## src/rtl/inst_fetch_queue_pkg.sv

```systemverilog
// Shared widths, opcodes and reset defaults for the fetch queue.
// Optional predecode stall is enabled by IFQ_BRANCH_STALL_EN.
package inst_fetch_queue_pkg;

    localparam int Inst_Addr_Width = 17;
    localparam int Inst_Width      = 32;

    localparam logic [6:0] OPC_JAL    = 7'b1101111;
    localparam logic [6:0] OPC_JALR   = 7'b1100111;
    localparam logic [6:0] OPC_BRANCH = 7'b1100011;

    localparam int unsigned RESET_PC_DEF = 0;

    function automatic logic is_ctrl(input logic [6:0] opc);
        return (opc == OPC_JAL) || (opc == OPC_JALR) || (opc == OPC_BRANCH);
    endfunction

endpackage

```

## src/rtl/inst_fetch_queue_if.sv

```systemverilog
// Cache, redirect and decode-side signals of the fetch queue.
// master = fetch queue, slave = surrounding cache/backend/decode.
interface inst_fetch_queue_if
    import inst_fetch_queue_pkg::*;
#(
    parameter int ADDR_W = Inst_Addr_Width,
    parameter int INST_W = Inst_Width,
    parameter int DEPTH  = 4
);
    localparam int CNT_W = $clog2(DEPTH) + 1;

    logic              mem_ce;
    logic [ADDR_W-1:0] mem_addr;
    logic [INST_W-1:0] mem_inst;
    logic              mem_valid;
    logic              redirect_valid;
    logic [ADDR_W-1:0] redirect_pc;
    logic              deq_valid;
    logic [INST_W-1:0] deq_inst;
    logic [ADDR_W-1:0] deq_pc;
    logic              deq_ready;
    logic [CNT_W-1:0]  q_count;

    modport master (
        output mem_ce, mem_addr, deq_valid, deq_inst, deq_pc, q_count,
        input  mem_inst, mem_valid, redirect_valid, redirect_pc, deq_ready
    );

    modport slave (
        input  mem_ce, mem_addr, deq_valid, deq_inst, deq_pc, q_count,
        output mem_inst, mem_valid, redirect_valid, redirect_pc, deq_ready
    );

endinterface

```

## src/rtl/ifq_fifo.sv

```systemverilog
// Circular buffer of {pc, inst} entries with flush.
// Head reads as zero while the buffer is empty.
module ifq_fifo #(
    parameter int W     = 49,
    parameter int DEPTH = 4,
    parameter int CNT_W = $clog2(DEPTH) + 1
) (
    input  logic             clk,
    input  logic             rst,
    input  logic             push,
    input  logic             pop,
    input  logic             flush,
    input  logic [W-1:0]     din,
    output logic [W-1:0]     dout,
    output logic             full,
    output logic             empty,
    output logic [CNT_W-1:0] count
);
    localparam int PTR_W = $clog2(DEPTH);

    logic [W-1:0]     mem [DEPTH];
    logic [PTR_W-1:0] wr_ptr;
    logic [PTR_W-1:0] rd_ptr;

    assign full  = (count == CNT_W'(DEPTH));
    assign empty = (count == '0);
    assign dout  = empty ? '0 : mem[rd_ptr];

    // Entry storage; a flush drops any write in the same cycle.
    always_ff @(posedge clk) begin
        if (push && !flush) mem[wr_ptr] <= din;
    end

    // Pointers and occupancy; pointers wrap naturally at DEPTH.
    always_ff @(posedge clk or posedge rst) begin
        if (rst) begin
            wr_ptr <= '0;
            rd_ptr <= '0;
            count  <= '0;
        end else if (flush) begin
            wr_ptr <= '0;
            rd_ptr <= '0;
            count  <= '0;
        end else begin
            if (push) wr_ptr <= wr_ptr + 1'b1;
            if (pop)  rd_ptr <= rd_ptr + 1'b1;
            unique case ({push, pop})
                2'b10:   count <= count + 1'b1;
                2'b01:   count <= count - 1'b1;
                default: count <= count;
            endcase
        end
    end

endmodule

```

## src/rtl/inst_fetch_queue.sv

```systemverilog
// Fetch stage: PC register, cache enable, redirect flush and queue.
// IFQ_BRANCH_STALL_EN adds a predecode stall on control instructions.
module inst_fetch_queue
    import inst_fetch_queue_pkg::*;
#(
    parameter int          ADDR_W   = Inst_Addr_Width,
    parameter int          INST_W   = Inst_Width,
    parameter int          DEPTH    = 4,
    parameter int unsigned RESET_PC = RESET_PC_DEF
) (
    input  logic clk,
    input  logic rst,
    inst_fetch_queue_if.master bus
);
    localparam int CNT_W = $clog2(DEPTH) + 1;
    localparam int ENT_W = ADDR_W + INST_W;

    logic [ADDR_W-1:0] pc;
    logic              full;
    logic              empty;
    logic              enq;
    logic              deq;
    logic              stall;
    logic [ENT_W-1:0]  head;
    logic              unused_rpc;

    assign unused_rpc = ^bus.redirect_pc[1:0];

    // Fetch only when there is room, no redirect and no pending stall.
    always_comb begin
        bus.mem_ce = !rst && !full && !bus.redirect_valid && !stall;
        enq        = bus.mem_ce && bus.mem_valid;
        deq        = !empty && bus.deq_ready;
    end

    assign bus.mem_addr  = pc;
    assign bus.deq_valid = !empty;
    assign bus.deq_pc    = head[ENT_W-1:INST_W];
    assign bus.deq_inst  = head[INST_W-1:0];

    // PC: redirect wins, otherwise step by one word per enqueue.
    always_ff @(posedge clk or posedge rst) begin
        if (rst) begin
            pc <= ADDR_W'(RESET_PC);
        end else if (bus.redirect_valid) begin
            pc <= {bus.redirect_pc[ADDR_W-1:2], 2'b00};
        end else if (enq) begin
            pc <= pc + ADDR_W'(4);
        end
    end

`ifdef IFQ_BRANCH_STALL_EN
    // Hold fetch after a control instruction until the backend redirects.
    always_ff @(posedge clk or posedge rst) begin
        if (rst) begin
            stall <= 1'b0;
        end else if (bus.redirect_valid) begin
            stall <= 1'b0;
        end else if (enq && is_ctrl(bus.mem_inst[6:0])) begin
            stall <= 1'b1;
        end
    end
`else
    assign stall = 1'b0;
`endif

    ifq_fifo #(
        .W     (ENT_W),
        .DEPTH (DEPTH),
        .CNT_W (CNT_W)
    ) u_fifo (
        .clk   (clk),
        .rst   (rst),
        .push  (enq),
        .pop   (deq),
        .flush (bus.redirect_valid),
        .din   ({pc, bus.mem_inst}),
        .dout  (head),
        .full  (full),
        .empty (empty),
        .count (bus.q_count)
    );

endmodule

```

## src/flat_wrapper.sv

```systemverilog
// flat-port wrapper written by rule: the top's interface ports become plain ports
module inst_fetch_queue_flat import inst_fetch_queue_pkg::*;
#(
    parameter int          ADDR_W   = Inst_Addr_Width,
    parameter int          INST_W   = Inst_Width,
    parameter int          DEPTH    = 4,
    parameter int unsigned RESET_PC = RESET_PC_DEF
)
  (clk, rst, bus_mem_ce, bus_mem_addr, bus_deq_valid, bus_deq_inst, bus_deq_pc, bus_q_count, bus_mem_inst, bus_mem_valid, bus_redirect_valid, bus_redirect_pc, bus_deq_ready);
  inst_fetch_queue_if #(.ADDR_W(ADDR_W), .INST_W(INST_W), .DEPTH(DEPTH)) bus_i ();
  input  logic clk;
  input  logic rst;
  output wire logic [$bits(bus_i.mem_ce)-1:0] bus_mem_ce;
  output wire logic [$bits(bus_i.mem_addr)-1:0] bus_mem_addr;
  output wire logic [$bits(bus_i.deq_valid)-1:0] bus_deq_valid;
  output wire logic [$bits(bus_i.deq_inst)-1:0] bus_deq_inst;
  output wire logic [$bits(bus_i.deq_pc)-1:0] bus_deq_pc;
  output wire logic [$bits(bus_i.q_count)-1:0] bus_q_count;
  input wire logic [$bits(bus_i.mem_inst)-1:0] bus_mem_inst;
  input wire logic [$bits(bus_i.mem_valid)-1:0] bus_mem_valid;
  input wire logic [$bits(bus_i.redirect_valid)-1:0] bus_redirect_valid;
  input wire logic [$bits(bus_i.redirect_pc)-1:0] bus_redirect_pc;
  input wire logic [$bits(bus_i.deq_ready)-1:0] bus_deq_ready;
  assign bus_mem_ce = bus_i.mem_ce;
  assign bus_mem_addr = bus_i.mem_addr;
  assign bus_deq_valid = bus_i.deq_valid;
  assign bus_deq_inst = bus_i.deq_inst;
  assign bus_deq_pc = bus_i.deq_pc;
  assign bus_q_count = bus_i.q_count;
  assign bus_i.mem_inst = bus_mem_inst;
  assign bus_i.mem_valid = bus_mem_valid;
  assign bus_i.redirect_valid = bus_redirect_valid;
  assign bus_i.redirect_pc = bus_redirect_pc;
  assign bus_i.deq_ready = bus_deq_ready;
  inst_fetch_queue #(.ADDR_W(ADDR_W), .INST_W(INST_W), .DEPTH(DEPTH), .RESET_PC(RESET_PC)) u_core (.clk(clk), .rst(rst), .bus(bus_i));
endmodule
```

## config.mk

```make
export PLATFORM = sky130hd
export DESIGN_NAME = inst_fetch_queue_flat
export DESIGN_NICKNAME = d
export VERILOG_FILES = /design/src/rtl/inst_fetch_queue_pkg.sv /design/src/rtl/inst_fetch_queue_if.sv /design/src/rtl/ifq_fifo.sv /design/src/rtl/inst_fetch_queue.sv /design/src/flat_wrapper.sv
export SDC_FILE = /design/constraint.sdc
export NUM_CORES = 1
export LEC_CHECK = 0
export CORE_MARGIN = 2
export CORE_UTILIZATION = 28
export CTS_BUF_LIST = sky130_fd_sc_hd__clkbuf_4 sky130_fd_sc_hd__clkbuf_8
export CTS_CLUSTER_DIAMETER = 100
export CTS_CLUSTER_SIZE = 16
export DETAILED_ROUTE_END_ITERATION = 6
export SYNTH_ARGS = -nofsm -noshare
export SYNTH_HDL_FRONTEND = slang
export SYNTH_SLANG_ARGS = --single-unit
```

## constraint.sdc

```tcl
create_clock -name clk -period 2.65 [get_ports clk]
set_clock_uncertainty 0.05 [all_clocks]
set_input_delay 0.53 -clock clk [delete_from_list [all_inputs] [get_ports clk]]
set_output_delay 0.53 -clock clk [all_outputs]
set_load 0.1 [all_outputs]
```

==> results.md <==
Flow run:
- The max capacitance violation total is 0.

GRT:
- Global routing used 11.7% of the available tracks across all layers.
- The number of global-route vias before repair is 4982.
- The first global-routing pass estimated 28.4 mm of wire.
- The number of antenna violations at the first check in global routing is 0.
- Entering global routing, the biggest net connects 50 pins.
- The total overflow left after global routing is 0.

Setup path:
- The worst setup path is launched from a register.
- The cell that appears most often on the critical path is sky130_fd_sc_hd__buf_12.
- The launch point of the worst reg-to-reg path is u_core.u_fifo.count[2]$_DFFE_PP0P_.
- The destination of the worst register-to-register timing path is u_core.u_fifo.count[2]$_DFFE_PP0P_.
- Tracing the worst setup path back leads to its startpoint at u_core.u_fifo.rd_ptr[0]$_DFFE_PP0P_.
- For the worst setup path, the data arrival time is 2130 ps.
- Traced cell by cell, the critical path runs through buf_12, clkbuf_16, mux4_2, and2_4, buf_12.
- The number of cells on the worst reg-to-reg path is 7.
- The critical path is of the reg2out type.
- STA classifies the critical path endpoint as an output port.
- On the critical path, the stage with the largest delay is an instance of sky130_fd_sc_hd__mux4_2.
- The maximum fanout along the worst path is 7.
- Across all register-to-register paths, the minimum setup slack is 360 ps.
- The delay of the slowest cell on the worst path is 510 ps.
- The endpoint required time on the critical path is 2070 ps.
- The critical path ends at bus_deq_inst[27].

Timing:
- Final hold analysis gives a worst-case slack of 445 ps.
- The worst path in the final design needs a cycle of 2710 ps, including I/O delays and setup.
- The max-slew violation count is 0.
- After layout, the worst path uses 102% of the clock period.
- For this run, the top clock speed supported by timing is 369 MHz.
- Setup violations remaining at the end of the flow were counted as 45.
- The setup slack of the critical path after layout is -63.6 ps.
- The number of hold violations in the final report came to 0.
- Setup repair after global routing could not meet its margin everywhere.

Die:
- The die outline area is 0.0320 mm^2.
- 125 I/O pins were placed.
- The row count is 64.
- For this configuration, the core starts out at a cell density of 28.2%.
- The die is 179 um wide.
- The core outline area is 0.0303 mm^2.
- The die outline height is 179 um.

Status:
- The flow ran to the end, but the final reports show violations.
- The checks that failed: setup timing.

Clock tree:
- The clock passes through at most 3 buffers.
- CTS built an H-tree with a depth of 1.
- The clock root buffer is sky130_fd_sc_hd__clkbuf_8.
- The number of hold buffers added after CTS was 0.
- The total clock buffers created by CTS is 17.
- The clock network latency to the later pin of the worst-skew pair is 520 ps.
- The clock sink count is 210.
- The clock slew seen by the registers of the worst setup and hold paths is 110 ps.
- The clock tree from TritonCTS is yes.

Layout:
- In the final design database the tool counted 662 nets.
- With fillers left out, the area of the finished cells amounts to 0.0115 mm^2.
- The ratio of cells with drive above 1 in the final layout is 39.5%.
- The number of antenna diodes in the final layout is 0.
- Compared with the post-synthesis result, the final layout area differs by 34.6%.
- For this run, the share of the core covered by cells in the final layout is 38.0%.

Placement:
- The routability-driven placement congestion ratio is 0.847.
- Detailed placement finished with a half-perimeter wire length of 11.7 mm.
- After detailed placement, the total cell area comes to 0.0109 mm^2.
- The number of buffers inserted by port buffering is 118.
- The setup slack after placement is -94.7 ps.

Yosys:
- The mean area per synthesized cell is 18.8 um^2.
- Summed over all instances, the cell type with the most area after synthesis is sky130_fd_sc_hd__edfxtp_1.
- By count the netlist is led by 188 x sky130_fd_sc_hd__edfxtp_1, 49 x sky130_fd_sc_hd__and2_1, 47 x sky130_fd_sc_hd__mux4_2.
- The register bit count reported by yosys is 210.
- In the post-synthesis netlist, the cell with the most instances is sky130_fd_sc_hd__edfxtp_1.
- For this run, the register share of the synthesized area comes to 72.4%.
- After synthesis, the largest area contributor takes up 66.0% of total cell area.
- The post-synthesis async set-or-reset flop share is 10.5%.
- Synthesis produced a netlist whose cell count is 455.
- Counting distinct cell types in the post-synthesis netlist gives 54.
- The Yosys warning count is 0.
- The dominant synthesized flop cell is sky130_fd_sc_hd__edfxtp_1.
- In this run, synthesis inferred 188 flip-flops with an integrated enable.
- By area the synthesized netlist is led by sky130_fd_sc_hd__edfxtp_1 66%, sky130_fd_sc_hd__mux4_2 12%, sky130_fd_sc_hd__dfrtp_1 6.4%.
- Summing every instance area after synthesis gives 0.00856 mm^2.

Route:
- The count of nets left with antenna violations once routing finished came out at 0.
- The ratio of routed vias to standard cells is 4.62.
- The number of vias in the routed layout is 4652.
- The first routing iteration left 272 violations.
- The overall routed net length is 19.1 mm.
- The total DRC errors in the routed layout is 0.
- Dividing the detail-routed wire length by the instance count gives 18.9 um.
- The first detailed-routing pass took 4 iterations.

Power and ir drop:
- The power after layout is 13.6 mW.
- The worst-case IR drop observed on VDD is 0.000729 V.
- The analysis attributes to cell leakage a power of 3.89 nW.
- The areal power density over the cells is 1180 mW/mm^2.

Hold path:
- The path category of the worst min-delay check is in2async.
-- where the power goes --
group	switching (mW)	internal, mW	leakage (nW)	total (mW)
clock network	1.05	0.772	0.180	1.82
registers	0.112	3.74	1.97	3.85
logic	4.80	3.11	1.74	7.91
total	5.96	7.62	3.89	13.6
-- timing repair --
| item | in CTS | in global routing |
|---|---|---|
| cloned | 0 | 4 |
| resized for setup | 38 | 6 |
| setup endpoints to repair | 48 | 47 |
| pin swaps | 0 | 4 |
| buffers inserted | 5 | 2 |
-- worst max-delay path: cells and delay by family, from the launching register on --
family	cells	cell delay [ps]
multiplexers	1	510
flip-flops	1	450
AND/OR/NAND/NOR	1	180
buffers and inverters	3	480
-- cell families (layout without fill, tap and decap cells) --
family,count (synthesis),after routing,share of synthesized area [%]
compound gates,33,33,2.88
xor+xnor,4,4,0.497
fa+ha+maj,6,6,0.965
buf+inv,34,188,2.10
flops,210,210,72.4
mux,51,51,12.9
other cells,1,4,0.0438
simple gates,116,116,8.23
-- state kept, by name, summed over array words and instances, names as in the netlist --
register,flops
u_core.u_fifo.rd_ptr,2
u_core.u_fifo.wr_ptr,2
u_core.bus.mem_addr,15
u_core.u_fifo.mem,188
u_core.u_fifo.count,3
-- area by class of cell --
| cell class | count | area [um^2] |
|---|---|---|
| repair buffers | 151 | 2130 |
| flip-flops and latches | 210 | 6200 |
| multi-input cells | 214 | 2330 |
| fillers | 2742 | 18800 |
| well taps | 396 | 495 |
| inverters | 8 | 30.0 |
| clock inverters | 1 | 16.3 |
| clock buffers | 28 | 317 |
-- worst min-delay path by stage --
| stage | endpoint | start | cells past startpoint |
|---|---|---|---|
| 2_1_floorplan | u_core.u_fifo.wr_ptr[0]$_DFFE_PP0N_ | u_core.u_fifo.wr_ptr[0]$_DFFE_PP0N_ | 1 |
| 3_3_place_gp | u_core.u_fifo.wr_ptr[0]$_DFFE_PP0N_ | u_core.u_fifo.wr_ptr[0]$_DFFE_PP0N_ | 1 |
| 3_5_place_dp | u_core.u_fifo.wr_ptr[0]$_DFFE_PP0N_ | u_core.u_fifo.wr_ptr[0]$_DFFE_PP0N_ | 1 |
| 4_1_cts | u_core.bus.mem_addr[8]$_DFFE_PP0N_ | rst | 3 |
| 5_1_grt | u_core.bus.mem_addr[10]$_DFFE_PP0N_ | rst | 3 |
| 6_report | u_core.bus.mem_addr[8]$_DFFE_PP0N_ | rst | 3 |
-- placed cells by master (no fill, tap or decap), drive strengths merged, types with 5 or more instances in the layout --
master,synthesis,routed
nand4,5,5
nand2,19,19
dfrtp,22,22
mux4,47,47
buf,15,96
edfxtp,188,188
ha,5,5
nor2,7,7
clkbuf,11,32
clkdlybuf4s50,0,51
nor3,6,6
a221o,5,5
nand3,7,7
and4,5,5
and2,49,49
and3,6,6
inv,8,9
o21ai,6,6
-- stage by stage --
stage	TNS, ps	instances
finish	-1680	1008
CTS	-5500	1002
global placement	-95.4	968
floorplan	0	458
detailed placement	-94.7	968
global route	-5220	1008
-- metal layers --
layer / up-vias / routed length, um / GRT usage (%)
li1: 2092 / - / -
met1: 2401 / 8320 / 15.5
met2: 137 / 9430 / 20.0
met3: 22 / 1050 / 2.06
met4: 0 / 280 / 2.47
met5: - / 0 / 0
No activity file was read; power rests on OpenSTA's default activity.
